[src/rtl/vga_pkg.sv]
// Shared types and constants for the VGA / CPU data-memory arbiter.
package vga_pkg;

  typedef enum logic [1:0] {IDLE, V_RD, C_RD, C_WR} arb_state_t;

  localparam int unsigned H_VIS     = 640;
  localparam int unsigned V_LAST    = 479;
  localparam int unsigned TILE_W    = 128;
  localparam int unsigned TILE_COLS = 5;
  localparam int unsigned COORD_W   = 10;
  localparam int unsigned DATA_W    = 32;
  localparam int unsigned ADDR_W    = 32;

  // Byte offset of a tile word inside the tile table.
  function automatic logic [7:0] tile_offset(input logic [2:0] row, input logic [2:0] col);
    return {row, col, 2'b00};
  endfunction

endpackage

[src/rtl/tile_addr_gen.sv]
// Combinational next-tile address: the tile to the right, or column 0 of the
// next scanline's row when the current tile is the last one in the line.
module tile_addr_gen
  import vga_pkg::*;
#(
  parameter logic [ADDR_W-1:0] BASE_ADDR = 32'h0
) (
  input  logic [2:0]         col,
  input  logic [COORD_W-1:0] y,
  output logic [ADDR_W-1:0]  next_addr_c
);

  logic [2:0]         next_col;
  logic [2:0]         next_row;
  logic [COORD_W-1:0] y_inc;

  always_comb begin
    y_inc    = y + COORD_W'(1);
    next_col = 3'd0;
    next_row = 3'd0;
    if (col < 3'(TILE_COLS - 1)) begin
      next_col = col + 3'd1;
      next_row = y[8:6];
    end else begin
      // Last column wraps to the next line; the last visible line wraps to row 0.
      next_col = 3'd0;
      next_row = (y >= COORD_W'(V_LAST)) ? 3'd0 : 3'(y_inc >> 6);
    end
    next_addr_c = BASE_ADDR + ADDR_W'(tile_offset(next_row, next_col));
  end

endmodule

[src/rtl/vga_mem_arbiter.sv]
// Arbitrates the single data-memory port between CPU loads/stores and VGA
// tile prefetches, and swaps the prefetched tile word in at each tile boundary.
module vga_mem_arbiter
  import vga_pkg::*;
#(
  parameter logic [ADDR_W-1:0] BASE_ADDR = 32'h0,
  parameter logic [6:0]        LEAD      = 7'd16,
  parameter int unsigned       MEM_LAT   = 1
) (
  input  logic                clk,
  input  logic                rst,
  input  logic                pix_en,
  input  logic [COORD_W-1:0]  x,
  input  logic [COORD_W-1:0]  y,
  input  logic                cpu_req,
  input  logic                cpu_we,
  input  logic [ADDR_W-1:0]   cpu_addr,
  input  logic [DATA_W-1:0]   cpu_wdata,
  output logic                cpu_ack,
  output logic [DATA_W-1:0]   cpu_rdata,
  output logic [ADDR_W-1:0]   mem_addr,
  output logic                mem_we,
  output logic [DATA_W-1:0]   mem_wdata,
  input  logic [DATA_W-1:0]   mem_rdata,
  output logic [DATA_W-1:0]   pixel_word,
  output logic                underrun
);

  localparam logic [6:0] TRIG_POS = 7'(TILE_W - 32'(LEAD));
  localparam logic [1:0] LAT_LAST = 2'(MEM_LAT - 1);

  arb_state_t          state, state_d;
  logic [1:0]          lat_cnt, lat_cnt_d;
  logic                vga_need, vga_need_d;
  logic                next_ok, next_ok_d;
  logic [ADDR_W-1:0]   vga_addr, vga_addr_d;
  logic [DATA_W-1:0]   next_word, next_word_d;
  logic [DATA_W-1:0]   pixel_word_d;
  logic                underrun_d;
  logic                cpu_ack_d;
  logic [DATA_W-1:0]   cpu_rdata_d;
  logic [ADDR_W-1:0]   mem_addr_d;
  logic                mem_we_d;
  logic [DATA_W-1:0]   mem_wdata_d;

  logic                visible_c;
  logic                trigger_c;
  logic                swap_c;
  logic [ADDR_W-1:0]   tile_addr_c;

  tile_addr_gen #(.BASE_ADDR(BASE_ADDR)) u_tile_addr_gen (
    .col         (x[9:7]),
    .y           (y),
    .next_addr_c (tile_addr_c)
  );

  assign visible_c = x < COORD_W'(H_VIS);
  assign trigger_c = pix_en && visible_c && (x[6:0] == TRIG_POS);
  assign swap_c    = pix_en && visible_c && (x[6:0] == 7'd0);

  always_comb begin
    state_d      = state;
    lat_cnt_d    = lat_cnt;
    vga_need_d   = vga_need;
    next_ok_d    = next_ok;
    vga_addr_d   = vga_addr;
    next_word_d  = next_word;
    pixel_word_d = pixel_word;
    underrun_d   = underrun;
    cpu_ack_d    = 1'b0;
    cpu_rdata_d  = cpu_rdata;
    mem_addr_d   = mem_addr;
    mem_we_d     = 1'b0;
    mem_wdata_d  = mem_wdata;

    case (state)
      IDLE: begin
        lat_cnt_d = 2'd0;
        if (vga_need) begin
          state_d    = V_RD;
          mem_addr_d = vga_addr;
        end else if (cpu_req && !cpu_ack) begin
          // The ack cycle still sees cpu_req high; it must not start a second access.
          mem_addr_d = cpu_addr;
          if (cpu_we) begin
            state_d     = C_WR;
            mem_we_d    = 1'b1;
            mem_wdata_d = cpu_wdata;
          end else begin
            state_d = C_RD;
          end
        end
      end
      V_RD: begin
        if (lat_cnt == LAT_LAST) begin
          next_word_d = mem_rdata;
          next_ok_d   = 1'b1;
          vga_need_d  = 1'b0;
          state_d     = IDLE;
        end else begin
          lat_cnt_d = lat_cnt + 2'd1;
        end
      end
      C_WR: begin
        cpu_ack_d = 1'b1;
        state_d   = IDLE;
      end
      C_RD: begin
        if (lat_cnt == LAT_LAST) begin
          cpu_rdata_d = mem_rdata;
          cpu_ack_d   = 1'b1;
          state_d     = IDLE;
        end else begin
          lat_cnt_d = lat_cnt + 2'd1;
        end
      end
      default: state_d = IDLE;
    endcase

    // A new trigger overrides any completing fetch and restarts it on the new address.
    if (trigger_c) begin
      vga_need_d = 1'b1;
      next_ok_d  = 1'b0;
      vga_addr_d = tile_addr_c;
      if (state == V_RD || state_d == V_RD) begin
        state_d    = V_RD;
        lat_cnt_d  = 2'd0;
        mem_addr_d = tile_addr_c;
      end
    end

    if (swap_c) begin
      if (next_ok) pixel_word_d = next_word;
      else         underrun_d   = 1'b1;
    end
  end

  always_ff @(posedge clk) begin
    if (!rst) begin
      state      <= IDLE;
      lat_cnt    <= 2'd0;
      vga_need   <= 1'b1;
      next_ok    <= 1'b0;
      vga_addr   <= BASE_ADDR;
      next_word  <= '0;
      pixel_word <= '0;
      underrun   <= 1'b0;
      cpu_ack    <= 1'b0;
      cpu_rdata  <= '0;
      mem_addr   <= '0;
      mem_we     <= 1'b0;
      mem_wdata  <= '0;
    end else begin
      state      <= state_d;
      lat_cnt    <= lat_cnt_d;
      vga_need   <= vga_need_d;
      next_ok    <= next_ok_d;
      vga_addr   <= vga_addr_d;
      next_word  <= next_word_d;
      pixel_word <= pixel_word_d;
      underrun   <= underrun_d;
      cpu_ack    <= cpu_ack_d;
      cpu_rdata  <= cpu_rdata_d;
      mem_addr   <= mem_addr_d;
      mem_we     <= mem_we_d;
      mem_wdata  <= mem_wdata_d;
    end
  end

endmodule
[config.mk]
export PLATFORM = sky130hd
export DESIGN_NAME = vga_mem_arbiter
export DESIGN_NICKNAME = d
export VERILOG_FILES = /design/src/rtl/vga_pkg.sv /design/src/rtl/tile_addr_gen.sv /design/src/rtl/vga_mem_arbiter.sv
export SDC_FILE = /design/constraint.sdc
export NUM_CORES = 1
export LEC_CHECK = 0
export BUFFER_PORTS_ARGS = -buffer_cell sky130_fd_sc_hd__buf_2
export CAP_MARGIN = 20
export CELL_PAD_IN_SITES_DETAIL_PLACEMENT = 1
export CELL_PAD_IN_SITES_GLOBAL_PLACEMENT = 2
export CORE_MARGIN = 5
export CORE_UTILIZATION = 26
export CTS_CLUSTER_SIZE = 16
export DETAILED_ROUTE_END_ITERATION = 10
export PLACE_DENSITY_LB_ADDON = 0.25
export SLEW_MARGIN = 5
export SYNTH_ARGS = -nofsm -noshare
export SYNTH_HDL_FRONTEND = slang
export SYNTH_SLANG_ARGS = --single-unit
[constraint.sdc]
create_clock -name clk -period 2.7 [get_ports clk]
set_clock_uncertainty 0.2 [all_clocks]
set_input_delay 0 -clock clk [delete_from_list [all_inputs] [get_ports clk]]
set_output_delay 0 -clock clk [all_outputs]
set_load 0.05 [all_outputs]
-- After elaboration in Yosys (flattened, before gate mapping)
Index checks and enable logic that the tools add are counted.
- register bits after elaboration: 175
- input bits: 121
- multiplexer cells: 22
- bitwise gates (word level): 5
- magnitude comparators: 3
- add/subtract/negate cells: 3
- reduce and logical (&&, ||, !) cells: 17
- equality and inequality tests: 5
- operator list (kind ; number):
    $mux W32 ; 5
    $mux W2 ; 8
    $ge A10 B9 Y1 const B ; 1
    $lt A10 B10 Y1 const B ; 1
    $add A9 B1 Y9 const B ; 1
    $mux W3 ; 3
    $reduce_and A2 Y1 ; 4
    $eq A7 B7 Y1 const B ; 1
    $logic_not A7 Y1 ; 1
    $pmux W2 S3 ; 1
    $not A1 Y1 ; 5
    $eq A2 B1 Y1 const B ; 2
    $eq A2 B2 Y1 const B ; 2
    $logic_and A1 B1 Y1 ; 4
    $logic_not A2 Y1 ; 2
    $pmux W2 S2 ; 1
    $reduce_and A4 Y1 ; 1
    $reduce_or A2 Y1 ; 2
    $reduce_or A4 Y1 ; 1
    $add A3 B1 Y3 const B ; 1
    $lt A3 B3 Y1 const B ; 1
    $mux W1 ; 3
    $add A2 B1 Y2 const B ; 1
    $pmux W1 S2 ; 1
    2 further kinds ; 2

-- Depth between registers and ports, before layout
- depth after elaboration: 9
- depth in mapped cells: 10
- mapped depth without buffers: 8

-- Hierarchy
From an unflattened synthesis, not the netlist that was laid out.
- cells, all modules: 1062
- area, all modules: 8967.4 µm²
- modules (own cells, without submodules) (module ; seq. area each (µm²) ; cells each ; instances ; area each (µm²)):
    vga_mem_arbiter ; 4023.9 ; 1010 ; 1 ; 8593.2
    tile_addr_gen ; 0.0 ; 52 ; 1 ; 374.1

-- Least setup slack after synthesis
No wires, ideal clock.
- path type: reg2reg
- start: register state[0]
- end: register mem_addr[12]
- clock period less this slack: 2277 ps
- path slack: 423 ps
- arrival: 1960 ps
- library setup time: 117 ps
- required time: 2383 ps
- cell stages (with the launch flop): 10
- cell sequence: dfxtp_1 > inv_1 > ha_1 > nor3b_1 > a22oi_1 > and3_1 > o21a_1 > o211ai_4 > buf_6 > a21oi_1
- word-level cells in the longest chain between the ends: 7
- elaborated cells on any way between the ends: 14
- those cells by class: eq/ne: 4; mux: 7; reduce/logical: 3
- RTL lines (what ; line ; RTL):
    start, declared ; vga_mem_arbiter.sv:32 ; arb_state_t state, state_d;
    start signal, assigned ; vga_mem_arbiter.sv:154 ; state <= state_d;
    $eq A2 B1 Y1 (tied with other cells) ; vga_mem_arbiter.sv:76, vga_mem_arbiter.sv:125 ;
    $reduce_or A2 Y1 (no line) or $mux W2 (tied branches) ; - ;
    $pmux W2 S3 ; vga_mem_arbiter.sv:76 ; case (state)
    $eq A2 B1 Y1 ; vga_mem_arbiter.sv:125 ; if (state == V_RD || state_d == V_RD) begin
    $logic_or A1 B1 Y1 ; vga_mem_arbiter.sv:125 ;
    $mux W32 ; vga_mem_arbiter.sv:125 ;
    $mux W32 (*) ; vga_mem_arbiter.sv:121 ; if (trigger_c) begin
    end signal, assigned ; vga_mem_arbiter.sv:164 ; mem_addr <= mem_addr_d;
    end, declared ; vga_mem_arbiter.sv:21 ; output logic [ADDR_W-1:0] mem_addr,
Every way passes the cells marked *; elsewhere a longest branch is shown, timed or not.
A chain may end at the register's enable or synchronous reset.

-- Worst setup path after layout
- start: register state[0]
- end: register mem_wdata[24]
- word-level cells in the longest chain between the ends: 2
- RTL lines (what ; line ; RTL):
    $logic_not A2 Y1 ; vga_mem_arbiter.sv:76 ;
    $reduce_and A4 Y1 (no line) ; - ;
    end signal, assigned ; vga_mem_arbiter.sv:166 ; mem_wdata <= mem_wdata_d;
    end, declared ; vga_mem_arbiter.sv:23 ; output logic [DATA_W-1:0] mem_wdata,
Every way passes these cells.

==> summary.md <==
| Metric | Value |
|---|---|
| First-pass GRT wire length | `37720 um` |
| YS warnings | `0` |
| Chip height | `around 170 um` |
| Hold Path Depth | `5` |
| Critical setup path kind | `flip-flop to flip-flop` |
| # DRC | `0` |
| Hold Violations, Final | `0` |
| P&R area growth vs syn | `51.25%` |
| Pwr Density | `~650 nW/um^2` |
| Top-area cell type share of the netlist area | `roughly 53%` |
| Register area share after synthesis | `about 53%` |
| Top post-synthesis cells by area | `dfxtp_1 53%, nand2_1 18%, a21oi_1 13%` |
| Vias/cell | `4.480` |
| Final WS setup | `a little over 200 ps` |
| Post-route minimum period | `2493 ps` |
| Most frequent cell after synthesis | `nand2_1` |
| Final Cycle Share | `approximately 90%` |
| Slew Limit Fails | `0` |
| 1st-iter DRT viols | `278` |
| Worst Path Arrival | `2660 ps` |
| Synthesized net count | `970` |
| CTS tree | `built` |
| Outcome | `finished, final reports clean` |
| Max Root-Sink Buffers | `2` |
| DIE WIDTH | `169.1 um` |
| Worst R2R Setup Slack | `210 ps` |
| Core area | `approximately 25000 sq um` |
| Max VDD drop | `339.3 uV` |
| Clk_lat worst skew | `between 400 and 500 ps` |
| Worst slew pin tran | `791.6 ps` |
| Pleak | `4.204 nW` |
| Largest net degree at the start of global routing | `93` |
| Initial antenna violation count | `1` |
| Cell count after synthesis | `841` |
| Total track usage | `16.16%` |
| EDFF count, synth | `0` |
| Port Buffer Count | `251` |
| Hold WC Path Type | `input pin to flip-flop` |
| Worst Path Max Fanout | `32` |
| Crit path capture type | `flip-flop` |
| Predominant post-synthesis flop cell | `dfxtp_1` |
| Die area | `between 20000 and 30000 sq um` |
| CP required | `about 2900 ps` |
| Routability congestion estimate | `~0.74` |
| Fill count | `3070` |
| CTS Sinks | `between 150 and 200` |
| # IOs | `between 200 and 300` |
| Core Rows | `58` |
| Worst r2r src | `state[0]` |
| # setup viols final | `0` |
| Total number of vias | `6836` |
| CTS clk-pin slew, worst paths | `70 ps` |
| Slew HR | `47.22%` |
| Placed cell area | `8160 sq um` |
| Layout cell share with drive strength beyond 1 | `25.86%` |
| Syn_area_per_cell | `7.826 sq um` |
| Fmax | `0.4011 GHz` |
| Drt first pass iters | `4` |
| Setup TNS | `0 ps` |
| Count of different cell masters after synthesis | `43` |
| Drt wl/cell | `15.50 um` |
| CP startpoint kind | `flip-flop` |
| Final HPWL DP | `15560 um` |
| Hold Path End | `state[0]` |
| Pre-CTS setup slack | `181.1 ps` |
| H-tree levels | `4` |
| Design area | `9955 sq um` |
| Root Buffer | `clkbuf_16` |
| Vias in the first global route | `7097` |
| RSZ-0062 raised after global routing | `false` |
| Routed Antenna Nets | `0` |
| Reg-to-reg endpoint | `mem_wdata[24]` |
| Worst hold start | `cpu_req` |
| Cts bufs inserted | `17` |
| Nets | `1313` |
| Initial Utilization | `about a quarter` |
| MaxCap Viol Count | `0` |
| Ys async rst share | `0%` |
| Reg2reg path depth | `8` |
| Post-Syn Area | `between 6000 and 7000 sq um` |
| Area leader, netlist | `dfxtp_1` |
| FF+latch count, synth | `175` |
| Most frequent cells after synthesis | `321 x nand2_1, 175 x dfxtp_1, 170 x a21oi_1, 41 x clkbuf_1, 18 x nor2_1` |
| Final wirelength | `23650 um` |
| Overflow after GRT | `0` |
worst max-delay path by stage:
stage / start / endpoint / slack (ps)
floorplan: state[0] / mem_addr[12] / 420
global placement: state[0] / mem_addr[26] / 210
detailed placement: state[0] / mem_addr[16] / 180
CTS: state[0] / mem_wdata[24] / 50
global route: state[0] / mem_wdata[24] / 20
finish: state[0] / mem_wdata[24] / 210
worst max-delay path, stage by stage (launching register included):
cell and delay, ps:
dfxtp_1 350, inv_1 120, ha_2 310, and2_1 210
and3_1 180, buf_6 250, nand2_1 90, a21oi_1 140
dlygate4sd3_1 580
report_power, final:
part | switching (W) | total [W] | internal [W]
registers | 0.0000601 | 0.00275 | 0.00269
logic | 0.000626 | 0.000999 | 0.000373
clock network | 0.00112 | 0.00269 | 0.00157
total | 0.00181 | 0.00644 | 0.00463
state kept, by name (all words and copies together), names as in the netlist:
register,flops
mem_addr,32
pixel_word,32
mem_wdata,32
vga_addr,6
next_word,32
lat_cnt,2
cpu_rdata,32
cpu_ack,1
underrun,1
mem_we,1
state,2
next_ok,1
vga_need,1
layer usage:
metal	wire length, um	GRT usage [%]
met1	10720	20.14
met2	10900	27.30
met4	405	4.830
met3	1628	4.601
met5	0	0
final cells by class:
class                      instances  area (sq um)  share of cell area [%]
clock buffer                      17         425.4                   4.274
clock inverter                    13         201.4                   2.024
inverter                          10         40.04                  0.4022
antenna                            1         2.502                 0.02514
multi-input combinational        597          2793                   28.05
sequential                       175          3503                   35.19
tap                              330         412.9                   4.148
timing repair buffer             383          2576                   25.88
kinds of logic (layout without fill, tap and decap cells):
group                      Yosys count  count (layout)  synth area share [%]
other                                0               1                     0
DFF                                175             175                 53.23
buffers and inverters               69             423                 4.506
adders and majority gates            8               8                 1.521
AOI/OAI and AO/OA                  211             211                 17.49
and+or+nand+nor                    378             378                 23.25
what timing repair did:
| action | CTS | global route |
|---|---|---|
| resized for setup | 0 | 4 |
| endpoints found under the setup margin | 0 | 29 |
| buffers inserted | 0 | 0 |
| hold endpoints to repair | 140 | 0 |
| hold buffers | 115 | 0 |
per-stage QoR:
stage                     std cells  power (W)  hold slack, ps  utilization (%)
after detailed placement       1380   0.003684           48.81            32.59
after global routing           1526   0.006758           76.49            39.76
final                          1526   0.006436           26.04            39.76
after global placement         1380   0.003678           42.20            32.59
after CTS                      1525   0.006550           10.92            39.70
after floorplan                 841   0.003364          -66.55                -
cell usage in the layout (no fill, tap or decap), drive strengths merged, types with 3 or more instances in the layout:
| cell type | n |
|---|---|
| a211oi | 3 |
| a21oi | 171 |
| a221oi | 3 |
| and2 | 5 |
| and3 | 4 |
| buf | 268 |
| bufinv | 4 |
| clkbuf | 17 |
| dfxtp | 175 |
| dlygate4sd3 | 115 |
| ha | 8 |
| inv | 16 |
| nand2 | 321 |
| nand3 | 7 |
| nor2 | 18 |
| nor2b | 3 |
| nor3 | 7 |
| nor4 | 3 |
| o211ai | 3 |
| o21a | 6 |
| o21ai | 7 |
| o22ai | 12 |
(Power assumes the default switching activity.)
